**src/rtl/rv32i_pkg.sv**
```systemverilog
// rv32i_pkg: shared types and constants for the RV32I core.
// Holds fetch FSM states, default reset PC and instruction width.
package rv32i_pkg;

    localparam int          INSTR_W          = 32;
    localparam logic [31:0] DEFAULT_RESET_PC = 32'h0000_0000;

    typedef enum logic [1:0] {
        FETCH = 2'd0,
        DROP  = 2'd1,
        HALT  = 2'd2
    } ifbState_t;

    function automatic logic [31:0] wordAlign(input logic [31:0] a);
        return {a[31:2], 2'b00};
    endfunction

endpackage

```
**src/rtl/ifb_fifo.sv**
```systemverilog
// ifb_fifo: DEPTH-entry prefetch FIFO of {pc, instr} pairs.
// Supports flush, simultaneous push/pop and exposes occupancy.
module ifb_fifo #(
    parameter int DEPTH = 2,
    parameter int W     = 64,
    localparam int AW   = $clog2(DEPTH),
    localparam int CW   = $clog2(DEPTH + 1)
) (
    input  logic          clk,
    input  logic          rstN,
    input  logic          flush,
    input  logic          push,
    input  logic [W-1:0]  pushData,
    input  logic          pop,
    output logic [W-1:0]  headData,
    output logic [CW-1:0] count
);

    localparam logic [CW-1:0] FULL = CW'(DEPTH);

    logic [W-1:0]  mem [DEPTH];
    logic [AW-1:0] wrPtr;
    logic [AW-1:0] rdPtr;
    logic          doPush;
    logic          doPop;

    assign doPop    = pop && !flush && (count != '0);
    assign doPush   = push && !flush && ((count != FULL) || doPop);
    assign headData = mem[rdPtr];

    // Storage, pointers and occupancy; flush empties without clearing data.
    always_ff @(posedge clk or negedge rstN) begin
        if (!rstN) begin
            for (int i = 0; i < DEPTH; i++) begin
                mem[i] <= '0;
            end
            wrPtr <= '0;
            rdPtr <= '0;
            count <= '0;
        end else if (flush) begin
            wrPtr <= '0;
            rdPtr <= '0;
            count <= '0;
        end else begin
            if (doPush) begin
                mem[wrPtr] <= pushData;
                wrPtr      <= wrPtr + AW'(1);
            end
            if (doPop) begin
                rdPtr <= rdPtr + AW'(1);
            end
            count <= count + CW'(doPush) - CW'(doPop);
        end
    end

endmodule

```
**src/rtl/instr_fetch_buffer.sv**
```systemverilog
// instr_fetch_buffer: RV32I fetch unit, one outstanding imem request,
// prefetch FIFO to decode, redirect flush. Option: IFB_MISALIGN_TRAP_EN.
module instr_fetch_buffer
    import rv32i_pkg::*;
#(
    parameter logic [31:0] RESET_PC = DEFAULT_RESET_PC,
    parameter int          DEPTH    = 2
) (
    input  logic               CLK,
    input  logic               RESETn,
    input  logic               redirect_valid,
    input  logic [31:0]        redirect_pc,
    output logic               imem_req,
    output logic [31:0]        imem_addr,
    input  logic               imem_ack,
    input  logic [INSTR_W-1:0] imem_rdata,
    output logic               id_valid,
    output logic [INSTR_W-1:0] id_instr,
    output logic [31:0]        id_pc,
    input  logic               id_ready,
    output logic               misalign_trap
);

    localparam int            CW      = $clog2(DEPTH + 1);
    localparam logic [CW-1:0] DEPTH_C = CW'(DEPTH);

    ifbState_t     state;
    ifbState_t     stateNext;
    logic          reqPending;
    logic          reqNext;
    logic [31:0]   reqAddr;
    logic [31:0]   reqAddrNext;
    logic [31:0]   fetchPc;
    logic [31:0]   fetchPcNext;
    logic          trap;
    logic          trapNext;
    logic          push;
    logic          flush;
    logic          pop;
    logic          ackNow;
    logic          redirBad;
    logic [31:0]   redirPc;
    logic [CW-1:0] count;
    logic [CW-1:0] countNext;
    logic [63:0]   headData;

`ifdef IFB_MISALIGN_TRAP_EN
    assign redirPc  = redirect_pc;
    assign redirBad = redirect_valid && (redirect_pc[1:0] != 2'b00);
`else
    assign redirPc  = wordAlign(redirect_pc);
    assign redirBad = 1'b0;
`endif

    assign ackNow        = reqPending && imem_ack;
    assign id_valid      = (count != '0);
    assign pop           = id_valid && id_ready && !redirect_valid;
    assign imem_req      = reqPending;
    assign imem_addr     = reqAddr;
    assign id_pc         = headData[63:32];
    assign id_instr      = headData[31:0];
    assign misalign_trap = trap;

    ifb_fifo #(
        .DEPTH (DEPTH),
        .W     (64)
    ) uFifo (
        .clk      (CLK),
        .rstN     (RESETn),
        .flush    (flush),
        .push     (push),
        .pushData ({fetchPc, imem_rdata}),
        .pop      (pop),
        .headData (headData),
        .count    (count)
    );

    // Fetch FSM: next state, request issue and fetch PC update.
    always_comb begin
        stateNext   = state;
        reqNext     = reqPending;
        reqAddrNext = reqAddr;
        fetchPcNext = fetchPc;
        trapNext    = trap | redirBad;
        push        = 1'b0;
        flush       = redirect_valid;
        countNext   = count;
        unique case (state)
            FETCH: begin
                if (redirect_valid) begin
                    fetchPcNext = redirPc;
                    if (reqPending && !imem_ack) begin
                        stateNext = DROP;
                    end else if (redirBad) begin
                        stateNext = HALT;
                        reqNext   = 1'b0;
                    end else begin
                        reqNext     = 1'b1;
                        reqAddrNext = redirPc;
                    end
                end else begin
                    push = ackNow;
                    if (ackNow) begin
                        fetchPcNext = fetchPc + 32'd4;
                    end
                    countNext = count + CW'(push) - CW'(pop);
                    if (!reqPending || ackNow) begin
                        reqNext     = (countNext < DEPTH_C);
                        reqAddrNext = fetchPcNext;
                    end
                end
            end
            DROP: begin
                if (redirect_valid) begin
                    fetchPcNext = redirPc;
                end
                if (ackNow) begin
                    if (trapNext) begin
                        stateNext = HALT;
                        reqNext   = 1'b0;
                    end else begin
                        stateNext   = FETCH;
                        reqNext     = 1'b1;
                        reqAddrNext = fetchPcNext;
                    end
                end
            end
            HALT: begin
                reqNext = 1'b0;
            end
            default: begin
                stateNext = FETCH;
                reqNext   = 1'b0;
            end
        endcase
    end

    // State, request and PC registers.
    always_ff @(posedge CLK or negedge RESETn) begin
        if (!RESETn) begin
            state      <= FETCH;
            reqPending <= 1'b0;
            reqAddr    <= RESET_PC;
            fetchPc    <= RESET_PC;
            trap       <= 1'b0;
        end else begin
            state      <= stateNext;
            reqPending <= reqNext;
            reqAddr    <= reqAddrNext;
            fetchPc    <= fetchPcNext;
            trap       <= trapNext;
        end
    end

endmodule

```
**config.mk**
```make
export PLATFORM = sky130hd
export DESIGN_NAME = instr_fetch_buffer
export DESIGN_NICKNAME = d
export VERILOG_FILES = /design/src/rtl/rv32i_pkg.sv /design/src/rtl/ifb_fifo.sv /design/src/rtl/instr_fetch_buffer.sv
export SDC_FILE = /design/constraint.sdc
export NUM_CORES = 1
export LEC_CHECK = 0
export BUFFER_PORTS_ARGS = -buffer_cell sky130_fd_sc_hd__buf_2
export CAP_MARGIN = 10
export CORE_MARGIN = 2
export CORE_UTILIZATION = 50
export CTS_BUF_LIST = sky130_fd_sc_hd__clkbuf_8
export DETAILED_ROUTE_END_ITERATION = 7
export PLACE_DENSITY = 0.84
export SLEW_MARGIN = 20
export SYNTH_ARGS = -nofsm -noshare
export SYNTH_HDL_FRONTEND = slang
export SYNTH_SLANG_ARGS = --single-unit
```
**constraint.sdc**
```tcl
create_clock -name CLK -period 1.8 [get_ports CLK]
set_input_delay 0.18 -clock CLK [delete_from_list [all_inputs] [get_ports CLK]]
set_output_delay 0.18 -clock CLK [all_outputs]
set_load 0.02 [all_outputs]
```
**After elaboration in Yosys (flattened, before gate mapping)**

Cells that the tools add are included.

- Flip-flop bits (word level): 199
- Input port bits: 69
- Logic and storage cells: 86

- Add/subtract/negate cells: 7
- Order comparisons: 4
- Equal/unequal tests: 8
- Multiplexer cells: 31
- Bitwise logic cells: 4
- Reduce and logical (&&, ||, !) cells: 23

Operators by type and width:

| kind | number |
|---|---|
| $mux 64 | 4 |
| $mux 32 | 7 |
| $bwmux 128 | 1 |
| $pmux 32 s2 | 2 |
| $demux 64 s1 | 1 |
| $add 32x3->32 const B | 1 |
| $mux 1 | 10 |
| $logic_and 1x1->1 | 9 |
| $mux 2 | 4 |
| $ne 2x2->1 const B | 4 |
| $reduce_and 4->1 | 2 |
| $reduce_bool 2->1 | 4 |
| $ne 3x3->1 const B | 2 |
| $pmux 2 s3 | 1 |
| $add 2x1->2 | 2 |
| $ge 2x2->1 const B | 2 |
| $not 1->2 | 2 |
| $sub 2x1->2 | 2 |
| $logic_not 1->1 | 3 |
| $reduce_and 3->1 | 1 |
| $add 1x1->1 const B | 2 |
| $eq 2x1->1 const B | 1 |
| $eq 2x2->1 const B | 1 |
| $logic_not 2->1 | 1 |
| other kinds (6) | 8 |

**Logic depth before layout (Yosys ltp)**

Gate-level depths: netlist of run 1.

- Word-level depth: 10
- Gate-level depth with buffers: 9

**Modules after synthesis**

A second synthesis of run 1 with hierarchy kept.

- Cells, all modules: 712
- Area, all modules: 9487.8 µm²

Modules (own cells, without submodules):

| module | times used | cells an instance | area an instance (µm²) |
|---|---|---|---|
| ifb_fifo | 1 | 363 | 6038.3 |
| instr_fetch_buffer | 1 | 349 | 3449.6 |

**Worst setup path after synthesis of run 1**

Ideal clock, no wire load.

- Kind: register to register
- From: reg reqPending, in the netlist imem_req
- To: reg uFifo.mem[117] in the netlist's numbering
- Setup time: 128 ps
- Data arrival time: 1842 ps
- Data required time: 1672 ps
- Path slack: -170 ps
- Cell stages (with the launch flop): 8
- Buffers on the path: 3
- Clock period less this slack: 1970 ps
- Cell sequence: dfrtp_1 buf_2 nand4bb_2 a21oi_2 nor2b_1 buf_4 buf_6 mux2_1

- Word-level cells in the longest chain between the ends: 6

RTL lines:

| element | line | text |
|---|---|---|
| start, declared | instr_fetch_buffer.sv:29 | `logic reqPending;` |
| start signal, assigned | instr_fetch_buffer.sv:148 | `reqPending <= reqNext;` |
| $logic_and 1x1->1 | instr_fetch_buffer.sv:55 | `assign ackNow = reqPending && imem_ack;` |
| $mux 1 | instr_fetch_buffer.sv:90 | `if (redirect_valid) begin` |
| $mux 1 | instr_fetch_buffer.sv:88 | `unique case (state)` |
| $logic_and 1x1->1 (2 in a row) | ifb_fifo.sv:28 | `assign doPush = push && !flush && ((count != FULL) \|\| doPop);` |
| $reduce_and 2->1 (no source line) | n/a |  |
| end signal, assigned by index | ifb_fifo.sv:46 | `mem[wrPtr] <= pushData;` |
| end, declared | ifb_fifo.sv:21 | `logic [W-1:0] mem [DEPTH];` |

Every way passes these cells.
A chain may end at the register's enable or synchronous reset.

**Final worst setup path of run 1**

- From: reg uFifo.rdPtr
- To: out id_instr[6]

- Word-level cells in the longest chain between the ends: 4

RTL lines:

| element | line | text |
|---|---|---|
| start, declared | ifb_fifo.sv:23 | `logic [AW-1:0] rdPtr;` |
| start signal, assigned | ifb_fifo.sv:50 | `rdPtr <= rdPtr + AW'(1);` |
| $not 1->2 (not written as such) | ifb_fifo.sv:29 | `assign headData = mem[rdPtr];` |
| $mux 64 (not written as such) (3 in a row) | ifb_fifo.sv:29 |  |
| end, declared | instr_fetch_buffer.sv:18 | `output logic [INSTR_W-1:0] id_instr,` |

Every way passes these cells. The select of a mux whose other input is x is not followed.

==> qor.yml, run 1 <==
ys.flop_type: "dfrtp_1"
r2r-start: "state[0]"
hp-class: "primary input to flop"
syn_to_final_growth_pct: 37.3
drtPass1Iterations: 5
gp_congestion: 0.896
cp_data_required_time_ns: 1.62
wire_per_inst_um: 21.6
powerDensity_nw_per_um2: 1430
die_area_um2: 19800
finClkSkew_ns: 0.0171
postPlaceCellArea_um2: 10800
crit_end: "id_instr[6]"
cts_made_buffers: 17
diodes: 0
cts_tree: "yes"
synth_edf_count: 0
drc: 0
drv_slew: 0
ctsHtreeMaxLevel: 4
ff2ff_path_depth: 6
syn_nets: 801
vias: 7084
grt_pass1_vias: 7347
timing.final.crit_period_ns: 1.89
synth.ff_latch_count: 198
rows: 49
crit_slowest_cell: "dfrtp_2"
postSynthCellCount: 728
grt_pass1_wl_um: 36900
max_freq_mhz: 528
clock_latency_ns: 0.48
relSlewSlack_pct: 61.7
grt_max_degree: 67
fp.dieW_um: 141
worst_pin_slew_ns: 0.575
initial_core_util_pct: 51.4
layout-drive-gt1-share_pct: 51.4
viasPerCell: 5.72
async_reset_ff_share_pct: 100
drv_cap: 0
grtUsageTotal_pct: 23.7
yosys_warnings: 0
dp.cells: 1130
slowest_delay_ns: 0.42
critPathKind: "flop to output port"
final_hold_viol_count: 0
outcome: "complete, but fails checks"
grt_overflow_total: 0
ios: 168
crit_arrival_ns: 1.71
fin_nets: 1071
ys_seq_area_share_pct: 53.1
fin_crit_sh_pct: 105
violations: "negative setup slack"
drt-total-wl_um: 26700
dp_hpwl_um: 15100
cts.sink_count: 198
fin_ws_ns: -0.0950
instances_no_fill: 1239
drt_iter0_markers: 429
worstPathCellList: "buf_6, buf_16, mux2_2, buf_4"
antenna_left: 0
clockRootBuffer: "clkbuf_8"
synthesis.area_um2: 9330
coreArea_um2: 18100
power.leakage_nw: 6.01
r2r-end: "uFifo.mem[78]"
synth_cell_types: 61
stdcell_area_um2: 12800
worstSetupStartpointType: "flop"
io_buffers: 164
rsz0062_at_grt: "yes"
crit_fanout: 10
setup_viol: 96
rrSetupSlack_ns: -0.04
vdd_drop_max_mv: 0.955
antenna_found_initial: 0
die_h_um: 141
cp-end-kind: "output port"
path_clk_slew_ns: 0.10
avgSynthCellArea_um2: 12.8
critPathLaunch: "uFifo.rdPtr"
setup_tns_ns: -5.09
cts.path.max_buffers: 2
## per-layer routing
layer / global-route usage [%] / part of all wire, %
met5: 0 / 0
met4: 7.63 / 2.8
met3: 5.77 / 6.2
met2: 40.6 / 50
met1: 29.9 / 41
## through the flow
step                hold slack [ns]  power [mW]  setup WS [ns]  utilization, %
floorplan                    -0.116        11.1        -0.0206               -
global placement              0.209        12.9        0.00859            59.4
detailed placement            0.214        13.2        -0.0116            59.4
CTS                          0.0139        16.2         -0.100            64.9
global route                 0.0540        19.2         -0.156            70.6
finish                       0.0330        18.4        -0.0950            70.6
## synth_stat cells, types with 2 or more instances
master      n  share of area (%)
dfrtp_1   198                 53
and4_1      6               0.56
nand4_1    15                1.0
nor4_1      9               0.60
buf_6       6               0.72
a41o_1      3               0.32
and3_1      5               0.34
a21oi_1     5               0.27
a2111o_1    2               0.24
nor2b_1     8               0.54
or3_1       4               0.27
o221ai_1    2               0.19
a211o_1     2               0.19
buf_2      24                1.3
a31oi_1    16                1.1
mux2_2    150                 18
buf_4       2               0.16
nand2_1    36                1.4
nor3_1     11               0.59
a211oi_1    2               0.16
o21ai_0     7               0.38
o21ai_1     7               0.38
nand3b_1    4               0.32
nor3b_1     2               0.16
a41oi_1     4               0.38
xor2_1      5               0.47
mux2_1     64                7.7
ha_1        4               0.54
and2_1      6               0.40
nand3_1    12               0.64
a31o_2      3               0.28
nor2_1     28                1.1
xnor2_1     5               0.47
inv_1       8               0.32
mux2i_1    15                1.6
clkbuf_1   15               0.60
o31ai_1     8               0.64
clkbuf_2    2               0.11
## power by group
group	total [mW]	leakage, nW	internal [mW]	switching, mW
logic	8.59	3.40	4.74	3.85
registers	7.13	2.42	6.08	1.05
clock network	2.67	0.190	1.10	1.56
## cells by family (layout without fill, tap and decap cells)
kind of cell / count (synthesis) / in the layout / share of synthesized area, %
mux: 229 / 229 / 27.4
compound gates: 68 / 68 / 5.12
other cells: 1 / 1 / 0.0402
simple gates: 160 / 160 / 9.61
xor+xnor: 10 / 10 / 0.938
flops: 198 / 198 / 53.1
buf+inv: 58 / 340 / 3.24
fa+ha+maj: 4 / 4 / 0.536
## what timing repair did
item | 4_1_cts | 5_1_grt
setup endpoints to repair | 74 | 136
hold buffers | 44 | 0
setup buffers | 5 | 13
hold endpoints to repair | 136 | 0
cloned | 4 | 12
resized for setup | 15 | 203
pin swaps | 2 | 10
## worst max-delay path, delay by kind of cell, from the launching register on
family   cells  cell delay (ns)
buf+inv      3             0.46
flops        1             0.42
mux          1             0.36
## worst min path at each step
stage               depth (start not counted)             to            start
floorplan                                   0     fetchPc[0]           RESETn
global placement                            1  uFifo.mem[22]           RESETn
detailed placement                          1  uFifo.mem[22]           RESETn
CTS                                         3    fetchPc[13]  redirect_pc[13]
global route                                3    fetchPc[23]  redirect_pc[23]
finish                                      3    fetchPc[13]  redirect_pc[13]
## layout make-up
type,count,area (um^2)
Inverter,8,30.0
Clock buffer,21,289
Tap cell,229,287
Sequential cell,198,4960
Multi-Input combinational cell,472,4530
Timing Repair Buffer,301,2650
Clock inverter,10,73.8
Fill cell,1195,5330
## registers in the layout, indices dropped and copies added, names as in the netlist
name         cells
fetchPc         32
uFifo.rdPtr      1
uFifo.wrPtr      1
imem_req         1
state            1
imem_addr       32
uFifo.count      2
uFifo.mem      128
## cells in the final DEF, fill, tap and decap left out, types with 9 or more instances in the layout
master and instances:
nor3_1 9, mux2_1 14, mux2_2 109, mux2_4 91
buf_12 15, nand2_1 34, buf_4 62, inv_1 9
buf_6 44, dfrtp_1 195, nand4_1 15, nor2_1 26
clkbuf_8 22, buf_2 122, a31oi_1 16, nand3_1 12
dlygate4sd3_1 44, mux2i_1 15
No activity file was read; power rests on OpenSTA's default activity.
==> inputs of run 2 (changes only) <==
- clock period: 1.8 -> 1.5 ns (I/O delays scaled with it)
==> qor.yml, run 2 (synthesis results as in run 1) <==
cts.path.max_buffers: 2  # unchanged
dp_hpwl_um: 16100  # was 15100 um
crit_arrival_ns: 2.28  # was 1.71 ns
outcome: "complete, but fails checks"  # unchanged
drv_cap: 0  # unchanged
layout_common_cells: "dfrtp_1, buf_2, mux2_2"  # unchanged
worst_pin_slew_ns: 0.551  # was 0.575 ns
power.leakage_nw: 6.46  # was 6.01 nW
multi_input_area_um2: 5190  # was 4530 um^2
worstSetupStartpointType: "flop"  # unchanged
clock_latency_ns: 0.49  # was 0.48 ns
routed.top_layer: "met4"  # unchanged
rsz0062_at_grt: "yes"  # unchanged
switchingPower_mw: 8.33  # was 6.46 mW
grt_overflow_total: 0  # unchanged
io_buffers: 164  # unchanged
antenna_found_initial: 0  # unchanged
fin_nets: 1139  # was 1071
clockRootBuffer: "clkbuf_8"  # unchanged
stdcell_area_um2: 14000  # was 12800 um^2
crit_fanout: 5  # was 10
dp.cells: 1170  # was 1130
syn_to_final_growth_pct: 50.4  # was 37.3%
rows: 49  # unchanged
vdd_drop_max_mv: 1.11  # was 0.955 mV
relSlewSlack_pct: 63.2  # was 61.7%
setup_tns_ns: -75.26  # was -5.09 ns
fp.dieW_um: 141  # unchanged
wire_per_inst_um: 25.8  # was 21.6 um
totalPowerFinal_mw: 22.1  # was 18.4 mW
max_freq_mhz: 516
path_clk_slew_ns: 0.12  # was 0.10 ns
mostFrequentLayoutCell: "dfrtp_1"  # unchanged
seqCellArea_um2: 4960  # about the same
cts_tree: "yes"  # unchanged
power_frac_clock_pct: 16.0  # was 14.5%
fin_ws_ns: -0.440  # was -0.0950 ns
cp-end-kind: "flop"  # was output port
vias: 8140  # was 7084
hold_slack_ns: 0.0515  # was 0.0330 ns
diodes: 0  # unchanged
grtUsageTotal_pct: 28.8  # was 23.7%
postPlaceCellArea_um2: 11300  # was 10800 um^2
coreArea_um2: 18100  # unchanged
critPathKind: "flop to flop"  # was flop to output port
antenna_left: 0  # unchanged
viasPerCell: 6.22  # was 5.72
cts.sink_count: 198  # unchanged
route.met2.wl_um: 16800  # was 13400 um
gp_congestion: 0.927  # was 0.896
power.internal_mw: 13.8  # was 11.9 mW
rrSetupSlack_ns: -0.44  # was -0.04 ns
drv_slew: 0  # unchanged
m1WireLength_um: 12500  # was 10900 um
layout-drive-gt1-share_pct: 61.4  # was 51.4%
grt_max_degree: 45  # was 67
grt_pass1_vias: 8265  # was 7347
cts_made_buffers: 17  # unchanged
top_register: "uFifo.mem"  # unchanged
die_h_um: 141  # unchanged
fin_crit_sh_pct: 129
p_seq_share_pct: 38.9  # was 38.8%
grt_pass1_wl_um: 44300  # was 36900 um
power_frac_comb_pct: 45.2  # was 46.7%
violations: "negative setup slack"  # unchanged
ios: 168  # unchanged
largest_reg_flops: 128  # unchanged
ctsHtreeMaxLevel: 4  # unchanged
timing.final.crit_period_ns: 1.94
finClkSkew_ns: 0.0229  # was 0.0171 ns
hp-class: "primary input to flop"  # unchanged
drtPass1Iterations: 5  # unchanged
cp_data_required_time_ns: 1.84  # was 1.62 ns
powerDensity_nw_per_um2: 1580  # was 1430 nW/um^2
fillers: 974  # was 1195
wl_met3_um: 2520  # was 1640 um
final_hold_viol_count: 0  # unchanged
instances_no_fill: 1308  # was 1239
die_area_um2: 19800  # unchanged
drt_iter0_markers: 814  # was 429
drt-total-wl_um: 33800  # was 26700 um
initial_core_util_pct: 51.4  # unchanged
setup_viol: 258  # was 96
swShare_pct: 37.6  # was 35.1%
drc: 0  # unchanged
==> run 2: cell type report <==
| class | instances | share of cell area, % |
|---|---|---|
| clock buffers | 18 | 1.77 |
| clock inverters | 14 | 0.998 |
| inverters | 8 | 0.214 |
| multi-input cells | 473 | 37.0 |
| flip-flops and latches | 198 | 35.4 |
| well taps | 229 | 2.04 |
| repair buffers | 368 | 22.7 |
==> run 2: what timing repair did <==
item                       in CTS  in global routing
hold endpoints to repair      237                  0
buffers inserted               27                 22
pin swaps                      20                 48
hold buffers                   46                  0
gates resized for setup       124                140
setup endpoints to repair     252                259
gates cloned                   13                  9
==> run 2: path summary, 6_finish.rpt <==
kind,from,cells past startpoint,end
worst min register to register,uFifo.mem[85],1,uFifo.mem[85]
worst max-delay path,state[0],7,fetchPc[28]
min in group asynchronous,RESETn,2,uFifo.mem[78]
max in group asynchronous,RESETn,3,fetchPc[3]
worst min-delay path,redirect_pc[27],3,fetchPc[27]
worst max register to register,state[0],7,fetchPc[28]
==> run 2: power groups by stage <==
stage | clock [mW] | sequential, mW | combinational [mW]
2_1_floorplan | 0 | 8.38 | 5.31
3_3_place_gp | 0 | 8.30 | 7.70
3_5_place_dp | 0 | 8.43 | 7.90
4_1_cts | 3.49 | 8.36 | 9.01
5_1_grt | 3.78 | 8.75 | 10.4
6_report | 3.53 | 8.61 | 9.99
==> run 2: routing by layer <==
layer / vias to the layer above / track usage, %
met5: - / 0
met1: 4076 / 34.5
met3: 179 / 5.60
met4: 0 / 12.5
li1: 3340 / -
met2: 545 / 50.8
==> run 2: per-stage QoR <==
step | utilization (%) | setup WS (ns)
3_5_place_dp | 62.1 | -0.309
5_1_grt | 77.3 | -0.457
3_3_place_gp | 62.1 | -0.269
4_1_cts | 72.7 | -0.352
6_report | 77.3 | -0.440
2_1_floorplan | - | -0.295
==> run 2: worst max-delay path, cell delays in order, from the launching register on <==
cell	delay, ns
dfrtp_1	0.42
nand4bb_4	0.24
buf_8	0.16
nor4_4	0.27
buf_4	0.19
buf_6	0.13
and2_4	0.24
a41oi_2	0.13
